### src/rtl/muldiv_unit.sv
// Iterative RV-style multiply/divide unit: shift-add multiply and restoring divide,
// one bit per cycle, with a valid/ready request side and a valid/ready result side.
module muldiv_unit #(
    parameter int XLEN = 32
) (
    input  logic            clk,
    input  logic            reset,
    input  logic            flush,
    input  logic            in_valid,
    output logic            in_ready,
    input  logic [2:0]      funct3,
    input  logic [XLEN-1:0] rs1,
    input  logic [XLEN-1:0] rs2,
    output logic            out_valid,
    input  logic            out_ready,
    output logic [XLEN-1:0] result,
    output logic [1:0]      dbg_state
);

    // Handshakes: a request transfers on an edge with in_valid & in_ready & !flush;
    // a result transfers on an edge with out_valid & out_ready & !flush. Once raised,
    // out_valid and result hold until that transfer, a flush or reset.

    typedef enum logic [1:0] {
        IDLE = 2'd0,
        BUSY = 2'd1,
        DONE = 2'd2
    } state_t;

    localparam int CW = $clog2(XLEN) + 1;
    localparam logic [CW-1:0]   LAST_STEP = CW'(XLEN - 1);
    localparam logic [XLEN-1:0] MOST_NEG  = {1'b1, {(XLEN-1){1'b0}}};
    localparam logic [XLEN-1:0] ALL_ONES  = {XLEN{1'b1}};

    state_t            state, state_next;
    logic [CW-1:0]     cnt;
    logic [2:0]        op;
    logic              neg;
    logic [XLEN-1:0]   opb;
    logic [2*XLEN-1:0] acc;
    logic [XLEN-1:0]   res_q;

    logic              accept, step, finish;

    logic              a_signed, b_signed, neg_a, neg_b, start_neg;
    logic [XLEN-1:0]   mag_a, mag_b;
    logic              div_zero, div_ovf, special;
    logic [XLEN-1:0]   special_res;

    logic [XLEN:0]     mul_sum, div_shift, div_diff;
    logic [2*XLEN-1:0] mul_next, div_next, step_next, signed_full;
    logic [XLEN-1:0]   quo_rem, final_res;

    // Request decode: operand magnitudes, result sign, and the one-cycle special cases.
    always_comb begin
        a_signed  = (funct3 == 3'd0) || (funct3 == 3'd1) || (funct3 == 3'd2) ||
                    (funct3 == 3'd4) || (funct3 == 3'd6);
        b_signed  = (funct3 == 3'd0) || (funct3 == 3'd1) ||
                    (funct3 == 3'd4) || (funct3 == 3'd6);
        neg_a     = a_signed & rs1[XLEN-1];
        neg_b     = b_signed & rs2[XLEN-1];
        mag_a     = neg_a ? -rs1 : rs1;
        mag_b     = neg_b ? -rs2 : rs2;
        // Remainder follows the dividend; everything else follows the operand XOR.
        start_neg = (funct3[2] && funct3[1]) ? neg_a : (neg_a ^ neg_b);
        div_zero  = funct3[2] && (rs2 == '0);
        div_ovf   = funct3[2] && !funct3[0] && (rs1 == MOST_NEG) && (rs2 == ALL_ONES);
        special   = div_zero || div_ovf;
        if (div_zero) begin
            special_res = funct3[1] ? rs1 : ALL_ONES;
        end else begin
            special_res = funct3[1] ? '0 : MOST_NEG;
        end
    end

    // One iteration. acc holds {partial, multiplier} or {remainder, dividend/quotient}.
    always_comb begin
        mul_sum   = {1'b0, acc[2*XLEN-1:XLEN]} + (acc[0] ? {1'b0, opb} : {(XLEN+1){1'b0}});
        mul_next  = {mul_sum, acc[XLEN-1:1]};
        div_shift = {acc[2*XLEN-1:XLEN], acc[XLEN-1]};
        div_diff  = div_shift - {1'b0, opb};
        if (div_diff[XLEN]) begin
            div_next = {div_shift[XLEN-1:0], acc[XLEN-2:0], 1'b0};
        end else begin
            div_next = {div_diff[XLEN-1:0], acc[XLEN-2:0], 1'b1};
        end
        step_next   = op[2] ? div_next : mul_next;
        signed_full = neg ? -step_next : step_next;
        quo_rem     = op[1] ? step_next[2*XLEN-1:XLEN] : step_next[XLEN-1:0];
        if (op[2]) begin
            final_res = neg ? -quo_rem : quo_rem;
        end else if (op[1:0] == 2'd0) begin
            final_res = signed_full[XLEN-1:0];
        end else begin
            final_res = signed_full[2*XLEN-1:XLEN];
        end
    end

    always_ff @(posedge clk or posedge reset) begin
        if (reset) begin
            state <= IDLE;
        end else begin
            state <= state_next;
        end
    end

    always_comb begin
        state_next = state;
        accept     = 1'b0;
        step       = 1'b0;
        finish     = 1'b0;
        case (state)
            IDLE: begin
                if (in_valid) begin
                    accept     = 1'b1;
                    state_next = special ? DONE : BUSY;
                end
            end
            BUSY: begin
                step = 1'b1;
                if (cnt == LAST_STEP) begin
                    finish     = 1'b1;
                    state_next = DONE;
                end
            end
            DONE: begin
                if (out_ready) begin
                    state_next = IDLE;
                end
            end
            default: state_next = IDLE;
        endcase
        if (flush) begin
            state_next = IDLE;
            accept     = 1'b0;
            step       = 1'b0;
            finish     = 1'b0;
        end
    end

    always_ff @(posedge clk or posedge reset) begin
        if (reset) begin
            cnt   <= '0;
            op    <= '0;
            neg   <= 1'b0;
            opb   <= '0;
            acc   <= '0;
            res_q <= '0;
        end else if (accept) begin
            cnt <= '0;
            op  <= funct3;
            neg <= start_neg;
            // Multiply shifts the multiplier (rs2) out of the low half; divide shifts the dividend.
            if (funct3[2]) begin
                opb <= mag_b;
                acc <= {{XLEN{1'b0}}, mag_a};
            end else begin
                opb <= mag_a;
                acc <= {{XLEN{1'b0}}, mag_b};
            end
            if (special) begin
                res_q <= special_res;
            end
        end else if (step) begin
            acc <= step_next;
            cnt <= cnt + CW'(1);
            if (finish) begin
                res_q <= final_res;
            end
        end
    end

    assign in_ready  = (state == IDLE) && !reset;
    assign out_valid = (state == DONE);
    assign result    = out_valid ? res_q : '0;
    assign dbg_state = state;

endmodule

### config.mk
export PLATFORM = sky130hd
export DESIGN_NAME = muldiv_unit
export DESIGN_NICKNAME = d
export VERILOG_FILES = /design/src/rtl/muldiv_unit.sv
export SDC_FILE = /design/constraint.sdc
export NUM_CORES = 1
export LEC_CHECK = 0
export CAP_MARGIN = 15
export CORE_MARGIN = 3
export CORE_UTILIZATION = 58
export DETAILED_ROUTE_END_ITERATION = 10
export PLACE_DENSITY = 0.78
export SETUP_SLACK_MARGIN = 0.5
export SLEW_MARGIN = 10
export SYNTH_ARGS = -nofsm -noshare
export SYNTH_HDL_FRONTEND = slang
export SYNTH_SLANG_ARGS = --single-unit
### constraint.sdc
create_clock -name clk -period 12.21 [get_ports clk]
set_clock_uncertainty 0.05 [all_clocks]
set_input_delay 2.442 -clock clk [delete_from_list [all_inputs] [get_ports clk]]
set_output_delay 2.442 -clock clk [all_outputs]
set_load 0.01 [all_outputs]
==> results of run 1 <==
Yosys cell counts (25+ instances only):
| cell type | number | area [um2] |
|---|---|---|
| a211oi_1 | 25 | 188 |
| a21oi_1 | 194 | 971 |
| a31oi_1 | 25 | 156 |
| and2_1 | 83 | 519 |
| clkbuf_1 | 123 | 462 |
| dfrtp_1 | 140 | 3500 |
| ha_1 | 70 | 876 |
| inv_1 | 67 | 251 |
| mux2_2 | 26 | 293 |
| mux2i_1 | 72 | 721 |
| nand2_1 | 322 | 1210 |
| nand3_1 | 45 | 225 |
| nand4_1 | 38 | 238 |
| nor2_1 | 221 | 830 |
| nor3_1 | 77 | 385 |
| o211ai_1 | 66 | 495 |
| o21ai_0 | 238 | 1190 |
| o31ai_1 | 37 | 278 |
| or3_1 | 36 | 225 |
| xnor2_1 | 81 | 709 |
| xor2_1 | 77 | 674 |
cell type report:
cell class | instances | share of cell area, %
clock buffer | 17 | 2.22
clock inverter | 15 | 0.686
inverter | 68 | 1.36
multi-input combinational | 2083 | 68.1
sequential | 140 | 18.3
tap | 384 | 2.51
timing repair buffer | 138 | 6.80
final timing paths:
kind,from,end,cells after the start
hold reg to reg,res_q[27],res_q[27],2
hold / removal,res_q[27],res_q[27],2
min in group asynchronous,reset,res_q[2],2
setup reg to reg,acc[31],res_q[14],21
max in group asynchronous,reset,op[2],3
setup / recovery,acc[31],res_q[14],21
layer usage:
metal / track usage [%] / vias to the layer above
li1: - / 8943
met1: 60.6 / 9545
met2: 67.4 / 1583
met3: 12.1 / 361
met4: 30.1 / 10
met5: 0 / -
power by group:
part           switching [mW]  internal (mW)  leakage (nW)
registers               0.196          0.572          1.82
clock network           0.265          0.267         0.271
logic                    2.20           1.12          5.55
total                    2.66           1.96          7.65
state kept, by name (all words and copies together) (netlist names):
register	cells
acc	64
opb	32
res_q	32
cnt	6
op	3
dbg_state	2
neg	1
worst max-delay path, cell delays in order, from the launching register on:
cell	delay, ns
dfrtp_1	0.43
inv_1	0.23
ha_1	0.23
inv_1	0.06
fa_1	0.42
a211oi_1	0.34
nor3_1	0.17
o21ai_1	0.37
a21o_1	0.24
a211oi_4	0.11
a21oi_1	0.42
ha_1	0.29
o211ai_1	0.28
or4_1	0.63
nor3_1	0.22
nand3_1	0.24
nor4_1	0.46
o211ai_1	0.23
mux2i_1	0.17
a2111oi_0	0.82
a21oi_1	0.10
a31oi_1	0.21
cell families after synthesis:
| group | share of synthesized area (%) |
|---|---|
| buf+inv | 5.06 |
| xor+xnor | 7.96 |
| fa+ha+maj | 5.27 |
| simple gates | 26.4 |
| compound gates | 29.2 |
| flops | 20.2 |
| mux | 5.96 |
==> impl_metrics.csv, run 1 <==
group,metric,value,unit
die,die_h,179,um
logic_synthesis,postSynthCellCount,2449,
sta,setup_ws,5.41,ns
run_status,status,"finished, final reports clean",
clocking,cts.path.max_buffers,2,
sta,setup-tns-final,0,ns
critical_path,cp_data_arrival_time,7.13,ns
critical_path,critical_path.max_fanout,6,
critical_path,timing.critical_path.required,12.54,ns
sta,hold_viol,0,
power,p_total,4.62,mW
route,wl_met2,31200,um
sta,slew-limit-headroom,22.9,%
critical_path,endpoint_kind,"flip-flop",
cells_and_area,synthToLayoutAreaGrowth,10.1,%
place,preCtsSetupSlack,5.64,ns
global_route,antenna_found_initial,8,
route,post_drt_wl_per_cell,26.5,um
clocking,clkSlewWorstSetupHoldPaths,0.07,ns
place,dpl_cell_area,0.0186,mm2
logic_synthesis,ys.flop_type,"dfrtp_1",
cells_and_area,regArea,0.00351,mm2
die,die_x,179,um
logic_synthesis,synth.avg_cell_area,7.10,um2
place,routabilityCongestion,1.10,
cells_and_area,post-route-cell-area,0.0191,mm2
clocking,cts_buffers,17,
logic_synthesis,syn_nets,2593,
power,power_density,241,mW/mm2
clocking,h-tree-depth,4,
logic_synthesis,syn_area,0.0174,mm2
sta,tightest_slew,1.15,ns
logic_synthesis,seq_area_frac_synth,20.2,%
job,timing.max_cap.violations,0,
place,hpwl,57600,um
cells_and_area,drive_gt1_share,5.20,%
global_route,grt_pass1_wl,112000,um
die,dieArea,0.0321,mm2
global_route,grt_overflow,0,
clocking,postCtsHoldBufs,0,
sta,whs,0.439,ns
hold_path,min_path_type,"reg2reg",
cells_and_area,mostFrequentLayoutCells,"nand2_1, o21ai_0, nor2_1",
route,wl,75500,um
die,num_rows,62,
clocking,cts_tree,"done",
power,p_leak,7.65,nW
place,io_buffers,107,
place,dpl.cell_count,2813,
clocking,cts.sinks,140,
clocking,cts_setup_buffers,0,
route,met3_length,10300,um
route,ant_nets,0,
route,via_per_inst,7.19,
critical_path,crit_type,"reg2reg",
logic_synthesis,synth_seq_cells,140,
die,io_pins,108,
clocking,clk_root_buffer_cell,"clkbuf_16",
route,top_layer,"met5",
cells_and_area,final_common_cell,"nand2_1",
sta,fin_crit_sh,55.7,%
die,coreArea,0.0291,mm2
route,route.vias.total,20400,
power,ir_drop,0.185,mV
global_route,grt_max_degree,116,
cells_and_area,nets,2592,
clocking,cts_resized,0,
cells_and_area,finalNonFillerCells,2845,
route,drt_iter0_drc,3547,
global_route,grt_pass1_vias,18600,
route,dr.pass1.iters,8,
sta,finalSetupViolCount,0,
critical_path,rrSetupSlack,5.41,ns
logic_synthesis,synthArstFlopShare,100,%
sta,maxSlewViolCount,0,
sta,fmax,0.147,GHz
cells_and_area,multi_input_area,0.0130,mm2
clocking,clkLatencyLatePin,0.46,ns
cells_and_area,fill_cells,2614,
die,start_util,59.7,%
cells_and_area,fin_util,65.8,%
logic_synthesis,synth-warning-count,0,
route,wl_met1,27900,um
route,drc_errors,0,
global_route,grtUsageTotal,46.3,%
logic_synthesis,synth_edf_count,0,
critical_path,startpoint_type,"flip-flop",
logic_synthesis,synth_cell_types,85,
sta,rsz0062_at_grt,"false",
sta,fin_crit,6.80,ns
cells_and_area,num_antenna_cells,0,
(Power assumes the default switching activity.)
==> run 2, diff against run 1 <==
- CORE_UTILIZATION: 58 -> 56
- PLACE_DENSITY: 0.78 -> 0.79
- clock period: 12.21 -> 6.05 ns (I/O delays scaled with it)
==> impl_metrics.csv, run 2 (same netlist as run 1, synthesis figures left out) <==
group,metric,value,unit
run_status,status,"finished, final reports clean",
die,io_pins,108,
hold_path,min_to,"res_q[27]",
cells_and_area,synthToLayoutAreaGrowth,13.5,%
sta,rsz0062_at_grt,"false",
cells_and_area,drive_gt1_share,8.14,%
sta,whs,0.429,ns
die,dieArea,0.0332,mm2
critical_path,timing.critical_path.required,6.29,ns
critical_path,critPathSlowestCell,"or4b_1",
place,io_buffers,107,
clocking,cts_tree,"done",
sta,maxSlewViolCount,0,
cells_and_area,fill_cells,2652,
die,start_util,57.7,%
cells_and_area,nets,2637,
global_route,grt_pass1_wl,117000,um
global_route,grtUsageTotal,45.8,%
critical_path,critical_path.max_fanout,7,
sta,hold_viol,0,
sta,setup-tns-final,0,ns
die,die_x,182,um
critical_path,endpoint_kind,"flip-flop",
critical_path,startpoint_type,"flip-flop",
route,post_drt_wl_per_cell,27.1,um
cells_and_area,top_regs,"acc x64, opb x32, res_q x32",
clocking,cts_buffers,17,
critical_path,r2r_cells,16,
route,route.vias.total,20600,
route,ant_nets,0,
clocking,clkSlewWorstSetupHoldPaths,0.07,ns
power,p_leak,7.90,nW
critical_path,cpPeakStageDelay,0.58,ns
global_route,grt_pass1_vias,18900,
route,drt_iter0_drc,3427,
sta,slew-limit-headroom,25.3,%
die,coreArea,0.0301,mm2
power,ir_drop,0.354,mV
clocking,postCtsHoldBufs,0,
die,num_rows,63,
power,p_total,9.89,mW
global_route,grt_max_degree,113,
sta,fin_crit_sh,90.9,%
place,hpwl,60200,um
cells_and_area,mostFrequentLayoutCells,"nand2_1, o21ai_0, nor2_1",
clocking,cts.path.max_buffers,2,
critical_path,crit_type,"reg2reg",
hold_path,whs_path_depth,2,
critical_path,r2r-start,"acc[0]",
sta,fin_crit,5.50,ns
critical_path,crit_top_cell,"a31oi_1",
place,routabilityCongestion,1.08,
sta,finalSetupViolCount,0,
sta,tightest_slew,1.11,ns
critical_path,cp_data_arrival_time,5.75,ns
clocking,cts.sinks,140,
critical_path,rrSetupSlack,0.55,ns
clocking,clkLatencyLatePin,0.47,ns
global_route,grt_overflow,0,
cells_and_area,largest_register_ffs,64,
clocking,clk_root_buffer_cell,"clkbuf_16",
job,timing.max_cap.violations,0,
critical_path,path_cells,"and2_1, ha_1, fa_1, a21o_1, a221o_2, a31oi_1, mux2_2, a31oi_1, mux2i_1, or4_4, or3_4, or4b_1, o31ai_1, xor2_1, o211ai_1, o2111ai_1",
hold_path,min_path_type,"reg2reg",
route,dr.pass1.iters,8,
die,die_h,182,um
route,drc_errors,0,
cells_and_area,regMostFlops,"acc",
clocking,h-tree-depth,4,
route,wl,78400,um
critical_path,r2r-end,"res_q[21]",
route,via_per_inst,7.12,
power,power_density,501,mW/mm2
hold_path,min_from,"res_q[27]",
sta,fmax,0.182,GHz
cells_and_area,final_common_cell,"nand2_1",
global_route,antenna_found_initial,5,
critical_path,cp-startpoint,"acc[0]",
## run 2: cell types whose count changed in the layout (fill, tap and decap cells not counted), sizes merged
cell      change
a211oi        +1
clkinvlp      -1
inv           -4
clkbuf        +3
diode         +1
clkinv        -1
buf          +44
bufinv        +3
## run 2: per-layer routing
layer	part of all wire (%)	routed length (um)	track usage (%)	up-vias
met5	0.057	45	0	-
met4	7.1	5560	27.2	8
met3	13	9890	13.7	333
met2	42	33300	67.4	1522
met1	38	29600	59.2	9716
li1	-	-	-	9057
## run 2: worst max-delay path by stage
stage,end
floorplan,res_q[16]
global placement,res_q[27]
detailed placement,res_q[14]
CTS,res_q[27]
global route,res_q[4]
finish,res_q[21]
## run 2: repair_timing
| item | CTS | global route |
|---|---|---|
| endpoints found under the setup margin | 12 | 22 |
| cloned | 0 | 1 |
| resized for setup | 6 | 36 |
| pin swaps | 3 | 7 |
| setup buffers | 2 | 6 |
## run 2: layout make-up
| cell class | instances | area (um2) | area share, % |
|---|---|---|---|
| inverter | 68 | 260 | 1.32 |
| sequential | 140 | 3510 | 17.8 |
| clock inverter | 12 | 160 | 0.812 |
| antenna | 1 | 2.50 | 0.0127 |
| timing repair buffer | 182 | 1660 | 8.44 |
| clock buffer | 20 | 457 | 2.32 |
| multi-input combinational | 2084 | 13200 | 66.8 |
| tap | 390 | 488 | 2.47 |
## run 2: power by group
| group | internal [mW] | total, mW | switching [mW] | leakage, nW |
|---|---|---|---|---|
| Sequential | 1.16 | 1.53 | 0.376 | 1.82 |
| Clock | 0.674 | 1.17 | 0.494 | 0.301 |
| Combinational | 2.52 | 7.19 | 4.67 | 5.78 |
| Total | 4.35 | 9.89 | 5.54 | 7.90 |
## run 2: through the flow
step	instance area (um2)	utilization [%]	worst slack, ns	std cells
3_3_place_gp	18900	62.7	0.357	2855
2_1_floorplan	17400	-	0.541	2449
6_report	19700	65.5	0.549	2897
5_1_grt	19700	65.5	0.458	2897
4_1_cts	19500	64.9	0.514	2889
3_5_place_dp	18900	62.7	0.284	2855
## run 2: worst max-delay path, delay by kind of cell (launching register included)
kind,cells,cell delay [ns]
AND/OR/NAND/NOR,4,1.70
multiplexers,2,0.55
adder cells (fa/ha/maj),2,0.66
flip-flops,1,0.46
XOR/XNOR,1,0.12
AO/OA/AOI/OAI,7,1.81
